## src/rtl/ioblock_pkg.sv

```systemverilog
// Shared definitions for the pad IO block output serializer: FSM encoding and
// pad drive-enable levels.
package ioblock_pkg;

  typedef enum logic [1:0] {
    ST_IDLE  = 2'd0,
    ST_SHIFT = 2'd1,
    ST_TAIL  = 2'd2
  } state_t;

  localparam logic TS_DRIVE = 1'b1;
  localparam logic TS_HIZ   = 1'b0;

  localparam int TAIL_CNT_W = 4;

endpackage

```

## src/rtl/ioblock_shreg.sv

```systemverilog
// WIDTH-bit load/shift register; sout always presents the bit that goes out next
// (MSB or LSB end, chosen by MSB_FIRST).
module ioblock_shreg
  import ioblock_pkg::*;
#(
  parameter int WIDTH     = 8,
  parameter bit MSB_FIRST = 1'b1
) (
  input  logic             clk,
  input  logic             rst_n,
  input  logic             load,
  input  logic             shift,
  input  logic [WIDTH-1:0] din,
  output logic             sout
);

  logic [WIDTH-1:0] q;

  // Load wins over shift so a back-to-back word replaces the drained one.
  always_ff @(posedge clk) begin
    if (!rst_n) begin
      q <= '0;
    end else if (load) begin
      q <= din;
    end else if (shift) begin
      q <= MSB_FIRST ? {q[WIDTH-2:0], 1'b0} : {1'b0, q[WIDTH-1:1]};
    end
  end

  assign sout = MSB_FIRST ? q[WIDTH-1] : q[0];

endmodule

```

## src/rtl/ioblock_oser.sv

```systemverilog
// Parallel-to-serial transmitter driving the pad IO block OUT/TS pins, with an
// optional TS hold (tail) after each frame before releasing the pad.
module ioblock_oser
  import ioblock_pkg::*;
#(
  parameter int WIDTH      = 8,
  parameter bit MSB_FIRST  = 1'b1,
  parameter int TAIL       = 1,
  parameter bit IDLE_LEVEL = 1'b1
) (
  input  logic             IOCLK,
  input  logic             RST_N,
  input  logic [WIDTH-1:0] DATA,
  input  logic             VALID,
  output logic             READY,
  output logic             OUT,
  output logic             TS,
  output logic             BUSY,
  output logic             DONE
);

  localparam int CNT_W = $clog2(WIDTH);
  localparam logic [CNT_W-1:0] BIT_LAST = CNT_W'(WIDTH - 1);
  localparam int TAIL_LAST_I = (TAIL > 0) ? TAIL - 1 : 0;
  localparam logic [TAIL_CNT_W-1:0] TAIL_LAST = TAIL_CNT_W'(TAIL_LAST_I);

  state_t                  state, state_d;
  logic [CNT_W-1:0]        bit_cnt, bit_cnt_d;
  logic [TAIL_CNT_W-1:0]   tail_cnt, tail_cnt_d;
  logic                    ready_c, take, load, shift, sout;
  logic                    out_d, ts_d, done_d;

  // Handshake: a word transfers at a posedge where VALID and READY are both 1;
  // DATA is sampled only then. READY depends on state only, never on VALID.
  assign take  = VALID & ready_c;
  assign READY = RST_N & ready_c;
  assign BUSY  = (state != ST_IDLE);

  ioblock_shreg #(
    .WIDTH    (WIDTH),
    .MSB_FIRST(MSB_FIRST)
  ) u_shreg (
    .clk  (IOCLK),
    .rst_n(RST_N),
    .load (load),
    .shift(shift),
    .din  (DATA),
    .sout (sout)
  );

  // The state describes the bit to be registered onto OUT at the next edge,
  // so OUT, TS and DONE always change together.
  always_comb begin
    state_d    = state;
    bit_cnt_d  = bit_cnt;
    tail_cnt_d = tail_cnt;
    ready_c    = 1'b0;
    load       = 1'b0;
    shift      = 1'b0;
    out_d      = IDLE_LEVEL;
    ts_d       = TS_HIZ;
    done_d     = 1'b0;
    unique case (state)
      ST_IDLE: begin
        ready_c = 1'b1;
        if (take) begin
          state_d   = ST_SHIFT;
          load      = 1'b1;
          bit_cnt_d = '0;
        end
      end
      ST_SHIFT: begin
        out_d = sout;
        ts_d  = TS_DRIVE;
        shift = 1'b1;
        if (bit_cnt == BIT_LAST) begin
          ready_c = 1'b1;
          done_d  = 1'b1;
          if (take) begin
            load      = 1'b1;
            bit_cnt_d = '0;
          end else if (TAIL > 0) begin
            state_d    = ST_TAIL;
            bit_cnt_d  = '0;
            tail_cnt_d = '0;
          end else begin
            state_d   = ST_IDLE;
            bit_cnt_d = '0;
          end
        end else begin
          bit_cnt_d = bit_cnt + 1'b1;
        end
      end
      ST_TAIL: begin
        ready_c = 1'b1;
        ts_d    = TS_DRIVE;
        if (take) begin
          state_d    = ST_SHIFT;
          load       = 1'b1;
          bit_cnt_d  = '0;
          tail_cnt_d = '0;
        end else if (tail_cnt == TAIL_LAST) begin
          state_d    = ST_IDLE;
          tail_cnt_d = '0;
        end else begin
          tail_cnt_d = tail_cnt + 1'b1;
        end
      end
      default: begin
        state_d    = ST_IDLE;
        bit_cnt_d  = '0;
        tail_cnt_d = '0;
      end
    endcase
  end

  always_ff @(posedge IOCLK) begin
    if (!RST_N) begin
      state    <= ST_IDLE;
      bit_cnt  <= '0;
      tail_cnt <= '0;
      OUT      <= IDLE_LEVEL;
      TS       <= TS_HIZ;
      DONE     <= 1'b0;
    end else begin
      state    <= state_d;
      bit_cnt  <= bit_cnt_d;
      tail_cnt <= tail_cnt_d;
      OUT      <= out_d;
      TS       <= ts_d;
      DONE     <= done_d;
    end
  end

endmodule

```

## config.mk

```make
export PLATFORM = sky130hd
export DESIGN_NAME = ioblock_oser
export DESIGN_NICKNAME = d
export VERILOG_FILES = /design/src/rtl/ioblock_pkg.sv /design/src/rtl/ioblock_shreg.sv /design/src/rtl/ioblock_oser.sv
export SDC_FILE = /design/constraint.sdc
export NUM_CORES = 1
export LEC_CHECK = 0
export CAP_MARGIN = 20
export CORE_ASPECT_RATIO = 0.6
export CORE_MARGIN = 4
export CORE_UTILIZATION = 48
export DETAILED_ROUTE_END_ITERATION = 6
export GPL_ROUTABILITY_DRIVEN = 0
export HOLD_SLACK_MARGIN = 0.05
export PLACE_DENSITY = 0.74
export SETUP_SLACK_MARGIN = 0.3
export SLEW_MARGIN = 20
export SYNTH_ARGS = -nofsm -noshare
export SYNTH_HDL_FRONTEND = slang
export SYNTH_HIERARCHICAL = 1
export SYNTH_SLANG_ARGS = --single-unit
```

## constraint.sdc

```tcl
create_clock -name IOCLK -period 1.7 [get_ports IOCLK]
set_input_delay 0.255 -clock IOCLK [delete_from_list [all_inputs] [get_ports IOCLK]]
set_output_delay 0.255 -clock IOCLK [all_outputs]
set_load 0.01 [all_outputs]
```

# Word level (Yosys, flattened, before mapping)
# Cells that the tools add are included.
# totals
ff_bits	20
# op_classes
muxes	23
n_reduce_logical	9
n_eq_ne	8
n_addsub	2
bitwise	3
# ops
cell	n
2-to-1 mux 4 bit	4
2-to-1 mux 8 bit	2
case mux 4 bit (3 select lines)	1
2-to-1 mux 2 bit	5
2-to-1 mux 3 bit	2
!= test 2 bit (second input constant)	3
case mux 2 bit (3 select lines)	1
case mux 3 bit (2 select lines)	1
2-to-1 mux 1 bit	5
adder 4 x 1 -> 4 bit (second input constant)	1
zero test 4 bit	1
case mux 1 bit (2 select lines)	2
AND reduction 4 bit	1
nonzero test 2 bit	2
OR reduction 2 bit	2
adder 3 x 1 -> 3 bit (second input constant)	1
== test 3 bit (second input constant)	1
!= test 3 bit (second input constant)	1
AND reduction 3 bit	1
bitwise AND 1 bit	2
== test 2 x 1 -> 1 bit (second input constant)	1
== test 2 bit (second input constant)	1
zero test 2 bit	1
!= test 2 x 1 -> 1 bit (second input constant)	1
other kinds (2)	2

# Logic depth before layout (Yosys ltp)
# Gate-level depths: netlist of the first run.
# logic_depth
depth_word	8
depth_mapped	8

# Modules after synthesis
# The synthesis of the first run kept the hierarchy.
# modules_own_cells
module	n_inst	seq_area_each_um2	cells_per_inst	area_each_um2
ioblock_oser	1	240.2	77	733.2
ioblock_shreg	1	160.2	35	419.2

# Worst setup path before layout of the first run
# OpenSTA, ideal clock, no wires.
# synth_timing
path_kind	reg2reg
startpoint	register state[0]
endpoint	register u_shreg.q[0]
slack_ps	-46
n_path_buf	1
stages_incl_launch_ff	8
period_less_slack_ps	1746
setup_ps	70
arrival_time_ps	1676
cell_sequence	dfxtp_1 > inv_1 > ha_1 > buf_4 > a211oi_1 > nor2_1 > or3b_1 > a21boi_1
# synth_between
elab_chain_cells	8
elab_cells_between_ends	12
classes_between	eq/ne (2); mux (6); bitwise (1); reduce/logical (3)
# synth_lines
element	line_no	rtl
start: declaration	ioblock_oser.sv:27	state_t state, state_d;
start signal: assignment	ioblock_oser.sv:126	state <= state_d;
== test 2 bit / zero test 2 bit (equally long branches)	ioblock_oser.sv:63	unique case (state)
OR reduction 2 bit (no line)	n/a	
case mux 1 bit (2 select lines)	ioblock_oser.sv:63	
bitwise AND 1 bit	ioblock_oser.sv:35	assign take = VALID & ready_c;
2-to-1 mux 1 bit	ioblock_oser.sv:66, ioblock_oser.sv:79, ioblock_oser.sv:97	
2-to-1 mux 1 bit	ioblock_oser.sv:76	if (bit_cnt == BIT_LAST) begin
case mux 1 bit (2 select lines) *	ioblock_oser.sv:63	
named net load	ioblock_oser.sv:30	logic ready_c, take, load, shift, sout;
2-to-1 mux 8 bit / nonzero test 2 bit (equally long branches)	n/a	
end signal: assignment	ioblock_shreg.sv:24	q <= din;
end signal: assignment	ioblock_shreg.sv:26	q <= MSB_FIRST ? {q[WIDTH-2:0], 1'b0} : {1'b0, q[WIDTH-1:1]};
end: declaration	ioblock_shreg.sv:17	logic [WIDTH-1:0] q;
# The timed path passes the listed nets; every way through them passes the cells marked *.
# A chain may end at the register's enable or synchronous reset.

# Worst setup path after layout of the first run
# layout_timing
startpoint	register bit_cnt[1]
endpoint	register u_shreg.q[0]
# layout_between
elab_chain_cells	8
elab_cells_between_ends	9
classes_between	eq/ne (1); mux (6); bitwise (1); reduce/logical (1)
# layout_lines
element	line_no	rtl
start: declaration	ioblock_oser.sv:28	logic [CNT_W-1:0] bit_cnt, bit_cnt_d;
start signal: assignment	ioblock_oser.sv:127	bit_cnt <= bit_cnt_d;
== test 3 bit *	ioblock_oser.sv:76	
2-to-1 mux 1 bit	ioblock_oser.sv:76	
case mux 1 bit (2 select lines)	ioblock_oser.sv:63	
bitwise AND 1 bit	ioblock_oser.sv:35	
2-to-1 mux 1 bit	ioblock_oser.sv:66, ioblock_oser.sv:79, ioblock_oser.sv:97	
2-to-1 mux 1 bit	ioblock_oser.sv:76	
case mux 1 bit (2 select lines) *	ioblock_oser.sv:63	
named net load	ioblock_oser.sv:30	
2-to-1 mux 8 bit / nonzero test 2 bit (equally long branches)	n/a	
# Marks and branches as above.

==> summary.md, run 1 <==
| Metric | Value |
|---|---|
| Run status | `finished, violations left` |
| Violated checks | `negative setup slack` |
| Hold Path Class | `register to register` |
| CP endpoint kind | `register` |
| CORE AREA | `between 2000 and 2500 um2` |
| Row count | `13` |
| Vias in the first global route | `1044` |
| First-pass GRT wire length | `4899 um` |
| Type of the worst setup path | `register to register` |
| Latest clock arrival within the worst-skew pair | `0.26 ns` |
| Final setup violation count | `1` |
| GRT Total Usage | `between 10% and 20%` |
| Multiplexer share of the synthesized area | `9.121%` |
| Drt pass-1 iters | `4` |
| Worst slew pin tran | `0.3218 ns` |
| Nets | `172` |
| Sw frac | `32.23%` |
| Instance count of the mapped netlist | `~110` |
| Clk pwr share | `22.6%` |
| Worst setup margin | `-0.08041 ns` |
| Cell area after layout | `1824 um2` |
| H-tree depth | `1` |
| Critical Path Source Type | `register` |
| Root buffer cell | `clkbuf_8` |
| Die Wd | `71.26 um` |
| Seq cells post-synth | `20` |
| Ports | `16` |
| Relative slew slack | `a little under 80%` |
| Vias per cell | `5.687` |
| Port Buf Inserts | `15` |
| Worst Path Arrival | `1.96 ns` |
| Initial Util | `51.71%` |
| Post-Synth XOR/XNOR Area | `0%` |
| P_int | `1453 uW` |
| Reg power frac | `approximately 29%` |
| Worst-path fanout max | `3` |
| Die Y | `45.96 um` |
| Sink Count | `20` |
| Hold_buf cts | `0` |
| P_sw | `between 600 and 700 uW` |
| Tmin final | `approximately 1.8 ns` |
| Initial DRC count | `37` |
| Final period utilization | `104.7%` |
| Simple-Gate Fraction of Synth Area | `20.63%` |
| DP Area | `1456 um2` |
| Clock skew | `0.004622 ns` |
| Routed vias | `roughly 1000` |
| Antenna cells | `0` |
| Clock Tree Buf Depth | `2` |
| Layout cells sized above 1 | `48.68%` |
| RSZ-0062 raised after global routing | `true` |
| Largest net degree at the start of global routing | `15` |
| Reg clk slew, reported paths | `0.08 ns` |
| Synth Area in Compound Gates | `21.82%` |
| Total CTS buffers | `3` |
| Pwr/cell area | `1175 nW/um2` |
| Synth-to-layout area growth | `58.31%` |
| Sequential-to-total area share from yosys stat | `34.74%` |
| Post-DP HPWL | `approximately 1900 um` |
| Largest family of logic cells by synthesized area | `compound AO/OA/AOI/OAI gates` |
| DR DRC count | `0` |
| DRT Wirelength | `approximately 3500 um` |
| Final hold vios | `0` |
| Leak pwr | `0.0007746 uW` |
| CTS tree | `done` |
| Post-Synth Adder-Cell Area | `8.686%` |
| Fmax | `561.7 MHz` |
| Yosys warns | `6` |
| Avg Cell Area, Syn | `10.29 um2` |
| Gr ovfl total | `0` |
| Combinational power share | `48.8%` |
| Worst EP required | `between 1.5 and 2 ns` |
| Post-route ant nets | `0` |
| Max cap viols | `0` |
| Synth cell types | `39` |
| WL/cell | `19.36 um` |
| Slew Limit Fails | `0` |
| Cell area after synthesis | `1152 um2` |
| Full die area | `about 3300 um2` |
| Net Count, Synth | `131` |
| Setup tns final | `-0.08041 ns` |
| Maximum VDD drop | `about 1100 uV` |
| Initial antenna violation count | `0` |
-- power by group through the flow --
stage                     combinational (uW)  sequential (uW)  clock, uW
after floorplan                          463              605          0
after global placement                   642              607          0
after detailed placement                 666              614          0
after CTS                                786              608        478
after global routing                    1110              626        500
final                                   1050              613        484
-- placed cells by master, fill, tap and decap left out, types with 3 or more instances in the layout --
cell type / count
a21boi_1: 3
buf_4: 12
buf_6: 12
clkbuf_8: 3
clkdlybuf4s50_1: 13
dfxtp_1: 15
dfxtp_2: 3
ha_4: 6
inv_1: 5
mux2_4: 7
nand2_1: 6
nand2b_1: 8
nand3_1: 3
o211a_1: 7
o211ai_1: 4
-- flip-flops by register name, summed over array words and instances (netlist names) --
name	flops
u_shreg/q	8
tail_cnt	4
bit_cnt	3
state	2
DONE	1
OUT	1
TS	1
-- timing repair --
action,CTS,global route
resized for setup,25,29
buffers inserted,5,6
pin swaps,10,15
endpoints found under the setup margin,18,19
cloned,0,1
-- synth_stat cells --
master	instances	area [um2]
o211ai_2	1	12.51
o31ai_1	1	7.510
a21boi_1	2	15.01
mux2_4	7	105.1
o211a_1	7	70.07
buf_2	1	5.000
a211oi_1	1	7.510
o41ai_2	1	16.27
nor3_4	1	16.27
nand2_2	1	6.260
dfxtp_1	20	400.4
nor2b_4	1	13.76
nand2_1	6	22.52
a21boi_2	1	11.26
clkbuf_1	1	3.750
nand3_1	5	25.02
nor3b_4	1	18.77
o211ai_1	4	30.03
buf_4	1	7.510
buf_1	1	3.750
nor2_1	6	22.52
and3_1	1	6.260
and2_1	1	6.260
nand3b_1	2	15.01
inv_1	7	26.28
ha_1	8	100.1
a211oi_2	1	12.51
nand2b_1	8	50.05
o2111ai_1	1	8.760
or3b_1	1	8.760
buf_6	1	11.26
nand2b_4	1	13.76
nor2b_1	1	6.260
o311ai_2	1	16.27
o311ai_1	1	8.760
o21ai_1	3	15.01
nand4_1	1	6.260
a21boi_0	2	15.01
a21oi_1	1	5.000
-- path summary, 6_finish.rpt --
kind	cells after the start	slack [ns]	start	to
hold / removal	1	0.47	u_shreg/q[7]$_SDFFE_PN0P_	OUT$_SDFF_PN1_
setup reg to reg	8	-0.08	bit_cnt[1]$_SDFFE_PN0P_	u_shreg/q[0]$_SDFFE_PN0P_
setup / recovery	8	-0.08	bit_cnt[1]$_SDFFE_PN0P_	u_shreg/q[0]$_SDFFE_PN0P_
hold reg to reg	1	0.47	u_shreg/q[7]$_SDFFE_PN0P_	OUT$_SDFF_PN1_
-- cells by family (layout without fill, tap and decap cells) --
group           Yosys count  in the layout
buf+inv                  12             52
mux                       7              7
fa+ha+maj                 8              8
simple gates             37             37
flops                    20             20
compound gates           28             28
-- through the flow --
step | util, % | std cells | power [uW] | setup slack (ns) | hold slack [ns]
floorplan | - | 112 | 1068 | 0.2027 | 0.3962
global placement | 65.36 | 166 | 1249 | 0.01347 | 0.4248
detailed placement | 65.36 | 166 | 1280 | 0.0008693 | 0.4548
CTS | 73.89 | 175 | 1872 | 0.01253 | 0.4776
global route | 81.86 | 182 | 2233 | -0.1486 | 0.5051
finish | 81.86 | 182 | 2144 | -0.08041 | 0.4734
-- worst max-delay path: stages, from the launching register on --
cell and delay (ns):
dfxtp_2 0.34, ha_4 0.16, ha_4 0.17, a211oi_4 0.22, buf_4 0.15, buf_6 0.09, nor2_4 0.04, or3b_1 0.35
a21boi_1 0.17
-- per-layer routing --
| layer | vias to the layer above | share of wire (%) | track usage [%] |
|---|---|---|---|
| met1 | 506 | 45 | 24.21 |
| met4 | 0 | 2.4 | 6.367 |
| li1 | 488 | - | - |
| met2 | 31 | 49 | 34.31 |
| met5 | - | 0 | 0 |
| met3 | 10 | 3.9 | 4.185 |
-- cell type report --
type	count	area [um2]
clock buffers	3	41.29
clock inverters	1	30.03
fillers	101	404.1
inverters	7	31.28
multi-input cells	80	862.1
flip-flops and latches	20	411.6
well taps	30	37.54
repair buffers	41	410.4
No activity file was read; power rests on OpenSTA's default activity.
==> run 2: changes to the inputs <==
CORE_UTILIZATION = 40   (was 48)
HOLD_SLACK_MARGIN = not set   (was 0.05)
PLACE_DENSITY = not set   (was 0.74)
==> run 2 against run 1 <==
Net effect: the run still ends with negative setup slack left; setup slack improved by 0.058 ns; worst hold slack got worse by 0.033 ns; non-clock buffer count decreased by 1; largest power group unchanged; die area increased by 17%; flip-flop and latch count unchanged; routed wire length decreased by 20%; clock power decreased by 36%; clock skew decreased by 0.0011 ns; critical path depth increased by 1; count of clock-buffer cells in the layout unchanged; core utilization decreased by 16 points; highest routed layer unchanged.
==> summary.md, run 2 (synthesis gave the netlist of run 1 again) <==
| Metric | Value |
|---|---|
| Run status | `finished, violations left` |
| Violated checks | `negative setup slack` |
| Reg clk slew, reported paths | `0.07 ns` |
| Worst slew pin tran | `0.3238 ns` |
| Register bank with the most flops | `u_shreg/q` |
| WL/cell | `around 15 um` |
| Final setup violation count | `5` |
| Drt pass-1 iters | `4` |
| Worst Path Arrival | `1.87 ns` |
| Worst setup margin | `-0.02248 ns` |
| DRT Wirelength | `about 2800 um` |
| Row count | `14` |
| DP Area | `1451 um2` |
| Vias in the first global route | `900` |
| Tmin final | `roughly 1.7 ns` |
| Dpl ws | `-0.06872 ns` |
| Cell area after layout | `between 1500 and 2000 um2` |
| Clock Tree Buf Depth | `2` |
| Post-DP HPWL | `1845 um` |
| Worst EP required | `1.85 ns` |
| GRT Total Usage | `14.70%` |
| DR DRC count | `0` |
| Final hold vios | `0` |
| Total CTS buffers | `3` |
| CORE AREA | `2628 um2` |
| CTS tree | `done` |
| Antenna cells | `0` |
| Root buffer cell | `clkbuf_8` |
| Die Y | `49.58 um` |
| Largest regs | `u_shreg/q x8, tail_cnt x4, bit_cnt x3` |
| Max cap viols | `0` |
| Register Area | `415.4 um2` |
| Initial antenna violation count | `0` |
| Leak pwr | `0.0007389 uW` |
| Pwr/cell area | `around 1100 nW/um2` |
| Largest register FFs | `8` |
| Port Buf Inserts | `15` |
| Hold_buf cts | `0` |
| Fmax | `580.6 MHz` |
| Synth-to-layout area growth | `50.16%` |
| Latest clock arrival within the worst-skew pair | `0.26 ns` |
| Largest net degree at the start of global routing | `15` |
| Initial DRC count | `67` |
| First-pass GRT wire length | `between 4000 and 5000 um` |
| H-tree depth | `1` |
| Type of the worst setup path | `register to register` |
| Routed vias | `slightly below 1000` |
| Commonest non-fill, non-tap cells in the layout | `14 x dfxtp_1, 14 x buf_4, 13 x clkdlybuf4s50_1` |
| Layout cells sized above 1 | `a little under half` |
| Post-route ant nets | `0` |
| Slew Limit Fails | `0` |
| Final period utilization | `101.3%` |
| CP endpoint kind | `register` |
| Vias per cell | `5.363` |
| Relative slew slack | `78.39%` |
| RSZ-0062 raised after global routing | `true` |
| Setup tns final | `-0.04421 ns` |
| Nets | `around 170` |
| Clock skew | `approximately 0.0035 ns` |
| Ports | `16` |
| Die Wd | `approximately 77 um` |
| Sink Count | `20` |
| Multi-input gate area | `824.5 um2` |
| Initial Util | `43.86%` |
| Critical Path Source Type | `register` |
| Worst-path fanout max | `5` |
| Gr ovfl total | `0` |
| Full die area | `roughly 3800 um2` |
| Filler cells | `188` |
| Hold Path Class | `register to register` |
| Maximum VDD drop | `599.0 uV` |
[run 2: per-stage QoR]
| stage | hold WS (ns) | utilization, % | instances | power, uW |
|---|---|---|---|---|
| floorplan | 0.3962 | - | 112 | 1068 |
| global placement | 0.4258 | 55.24 | 167 | 1256 |
| detailed placement | 0.4268 | 55.24 | 167 | 1273 |
| CTS | 0.4436 | 61.57 | 176 | 1720 |
| global route | 0.4725 | 65.86 | 182 | 1971 |
| finish | 0.4405 | 65.86 | 182 | 1859 |
[run 2: timing repair]
action                     4_1_cts  5_1_grt
gates resized for setup         29       18
pin swaps                        9       14
gates cloned                     0        1
setup endpoints to repair       19       19
buffers inserted                 6        5
[run 2: path summary, 6_finish.rpt]
| check | from | end | slack (ns) | cells after the start |
|---|---|---|---|---|
| min reg2reg | u_shreg/q[7]$_SDFFE_PN0P_ | OUT$_SDFF_PN1_ | 0.44 | 1 |
| max | bit_cnt[1]$_SDFFE_PN0P_ | u_shreg/q[7]$_SDFFE_PN0P_ | -0.02 | 9 |
| min | u_shreg/q[7]$_SDFFE_PN0P_ | OUT$_SDFF_PN1_ | 0.44 | 1 |
| max reg2reg | bit_cnt[1]$_SDFFE_PN0P_ | u_shreg/q[7]$_SDFFE_PN0P_ | -0.02 | 9 |
[run 2: worst max-delay path: stages, from the launching register on]
cell      delay (ns)
dfxtp_2         0.34
ha_4            0.16
ha_4            0.16
a211oi_4        0.23
buf_4           0.15
buf_6           0.09
nor2_4          0.04
buf_4           0.12
buf_6           0.12
o211a_1         0.21
[run 2: power breakdown]
part | switching (uW) | internal, uW | leakage, uW
sequential | 60.9 | 551 | 0.000167
combinational | 401 | 537 | 0.000550
clock | 151 | 158 | 0.0000216
[run 2: final cells by class]
cell class / count / share of cell area [%]
Inverter: 7 / 1.808
Sequential cell: 20 / 24.01
Multi-Input combinational cell: 80 / 47.65
Timing Repair Buffer: 40 / 21.84
Clock buffer: 3 / 2.386
Tap cell: 32 / 2.314
[run 2: per-layer routing]
layer | vias up | global-route usage [%] | share of wire (%)
met1 | 466 | 19.78 | 50
met2 | 25 | 23.35 | 43
met3 | 6 | 4.545 | 5.2
li1 | 479 | - | -
met4 | 0 | 2.663 | 1.3
met5 | - | 0 | 0
==> run 3: changes to the inputs <==
CORE_UTILIZATION = 45   (was 40)
PLACE_DENSITY = 0.7   (was not set)
==> run 3 against run 2 <==
Net effect: the run now ends clean; count of clock-buffer cells in the layout rose by 1; non-clock buffer count decreased by 2; final cell count is 1.6% lower; largest power group unchanged.
==> summary.md, run 3 (synthesis gave the netlist of run 1 again) <==
| Metric | Value |
|---|---|
| Antenna cells | `0` |
| Final setup violation count | `0` |
| Die Y | `47.20 um` |
| Worst slew pin tran | `0.3493 ns` |
| Hold Path Class | `register to register` |
| Largest net degree at the start of global routing | `21` |
| Dpl ws | `-0.002521 ns` |
| Grt met1 use | `between 20% and 30%` |
| Slew Limit Fails | `0` |
| Most used cell, CP | `ha_4` |
| Worst Min Path Start | `u_shreg/q[7]$_SDFFE_PN0P_` |
| Reg power frac | `around a third` |
| Crit path buf inv count | `1` |
| Worst setup margin | `0.08619 ns` |
| Full die area | `3461 um2` |
| Worst Path Arrival | `approximately 1.8 ns` |
| R2r endpoint | `u_shreg/q[0]$_SDFFE_PN0P_` |
| Critical Path Source Type | `register` |
| Vias in the first global route | `1002` |
| WL/cell | `15.39 um` |
| Worst EP required | `~1.9 ns` |
| Met3 GRT Util | `4.915%` |
| Reg clk slew, reported paths | `0.08 ns` |
| Ports | `16` |
| Latest clock arrival within the worst-skew pair | `0.26 ns` |
| Max cap viols | `0` |
| RSZ-0062 raised after global routing | `true` |
| Register bank with the most flops | `u_shreg/q` |
| CORE AREA | `~2300 um2` |
| Gr ovfl total | `0` |
| CP endpoint kind | `register` |
| Type of the worst setup path | `register to register` |
| Combinational power share | `46.9%` |
| Filler cells | `~140` |
| Register Area | `about 410 um2` |
| Initial Util | `between 50 and 60%` |
| Non-filler cells, final | `around 180` |
| Sink Count | `20` |
| Vias per cell | `around 5.4` |
| Row count | `13` |
| Synth-to-layout area growth | `48.43%` |
| Routed vias | `~970` |
| Post-DP HPWL | `1926 um` |
| Sw frac | `32.50%` |
| Post-route ant nets | `0` |
| Maximum VDD drop | `744.4 uV` |
| Initial DRC count | `59` |
| Initial antenna violation count | `0` |
| DR DRC count | `0` |
| CP Cell Sequence | `ha_4 > ha_4 > a211oi_4 > buf_4 > nor2_4 > or3b_1 > a21boi_1` |
| Die Wd | `73.33 um` |
| P_int | `1246 uW` |
| Clock skew | `roughly 0.0042 ns` |
| GRT Total Usage | `around 18%` |
| RR Startpoint | `bit_cnt[0]$_SDFFE_PN0P_` |
| Drt pass-1 iters | `4` |
| H-tree depth | `1` |
| Critical path's largest stage delay | `roughly 0.34 ns` |
| Final hold vios | `0` |
| Layout cells sized above 1 | `between 40 and 50%` |
| Nets | `169` |
| Multi-input gate area | `815.8 um2` |
| Worst-path fanout max | `3` |
| Pwr/cell area | `between 1000 and 1500 nW/um2` |
| Met2 Use GR | `30.55%` |
| Leak pwr | `roughly 0.00077 uW` |
| Crit-path leading delay family | `simple AND/OR/NAND/NOR gates` |
| Run status | `finished, final reports clean` |
| Fmax | `619.7 MHz` |
| Root buffer cell | `clkbuf_8` |
| Hold depth | `1` |
| R2r worst-path depth | `7` |
| Relative slew slack | `76.69%` |
| Largest regs | `u_shreg/q x8, tail_cnt x4, bit_cnt x3` |
| Register-to-Register Setup Slack | `about 0.086 ns` |
| DRT Wirelength | `~2800 um` |
| Levels on crit path | `7` |
| CTS tree | `done` |
| Total CTS buffers | `3` |
| Clk pwr share | `19.9%` |
| Most common cell after layout, fill and taps aside | `buf_4` |
| Port Buf Inserts | `15` |
| P_sw | `599.9 uW` |
| Commonest non-fill, non-tap cells in the layout | `17 x buf_4, 14 x dfxtp_1, 11 x clkdlybuf4s50_1` |
| Post-Place Cells | `~170` |
| Most used routing layer | `met2` |
| Final period utilization | `94.93%` |
| Tmin final | `1.614 ns` |
| Largest register FFs | `8` |
| Clock Tree Buf Depth | `2` |
| First-pass GRT wire length | `4719 um` |
| Hold Path End | `OUT$_SDFF_PN1_` |
| Slowest stage cell, crit path | `dfxtp_2` |
[run 3: changes by cell type in the layout (fill, tap and decap cells not counted), moves of 2 or more]
cell / before / now
buf_6: 10 / 4
dlymetal6s2s_1: 0 / 2
clkdlybuf4s50_1: 13 / 11
buf_4: 14 / 17
[run 3: final cells by class]
cell class | count | area share [%]
inverters | 7 | 1.829
repair buffers | 38 | 20.92
multi-input cells | 80 | 47.70
flip-flops and latches | 20 | 24.14
clock buffers | 4 | 3.219
well taps | 30 | 2.195
[run 3: repair_timing]
action                                 in CTS  in global routing
setup endpoints to repair                  19                 20
pin swaps                                   6                  5
gates resized for setup                    31                  7
endpoints found under the hold margin       0                  0
hold buffers                                0                  0
buffers inserted                            6                  2
gates cloned                                0                  0
[run 3: worst register-to-register path, cell delays in order (launching register included)]
cell      delay, ns
dfxtp_2        0.34
ha_4           0.16
ha_4           0.16
a211oi_4       0.21
buf_4          0.15
nor2_4         0.04
or3b_1         0.34
a21boi_1       0.13
[run 3: power groups by stage]
stage | Clock (uW) | Combinational [uW] | Sequential, uW
floorplan | 0 | 463 | 605
global placement | 0 | 656 | 607
detailed placement | 0 | 672 | 612
CTS | 371 | 793 | 612
global route | 387 | 916 | 624
finish | 367 | 865 | 614
[run 3: per-layer routing]
layer  vias to the layer above  part of all wire (%)
met2                        17                    46
met4                         0                   1.4
met3                         6                   3.4
li1                        475                     -
met5                         -                     0
met1                       468                    49
[run 3: stage by stage]
stage / hold slack (ns) / TNS [ns] / cell area, um2 / utilization, % / power [uW]
6_report: 0.4545 / 0 / 1710 / 74.58 / 1846
5_1_grt: 0.4690 / 0 / 1710 / 74.58 / 1928
4_1_cts: 0.4575 / 0 / 1657 / 72.23 / 1777
3_5_place_dp: 0.4376 / -0.002521 / 1464 / 63.83 / 1284
3_3_place_gp: 0.4217 / 0 / 1464 / 63.83 / 1263
2_1_floorplan: 0.3962 / 0 / 1199 / - / 1068
[run 3: worst max path at each step]
stage / startpoint / end / slack [ns]
4_1_cts: bit_cnt[1]$_SDFFE_PN0P_ / u_shreg/q[0]$_SDFFE_PN0P_ / 0.07
2_1_floorplan: bit_cnt[1]$_SDFFE_PN0P_ / u_shreg/q[0]$_SDFFE_PN0P_ / 0.20
3_3_place_gp: RST_N / READY / 0.02
6_report: bit_cnt[0]$_SDFFE_PN0P_ / u_shreg/q[0]$_SDFFE_PN0P_ / 0.09
5_1_grt: bit_cnt[1]$_SDFFE_PN0P_ / u_shreg/q[0]$_SDFFE_PN0P_ / 0.005
3_5_place_dp: bit_cnt[0]$_SDFFE_PN0P_ / READY / -0.003
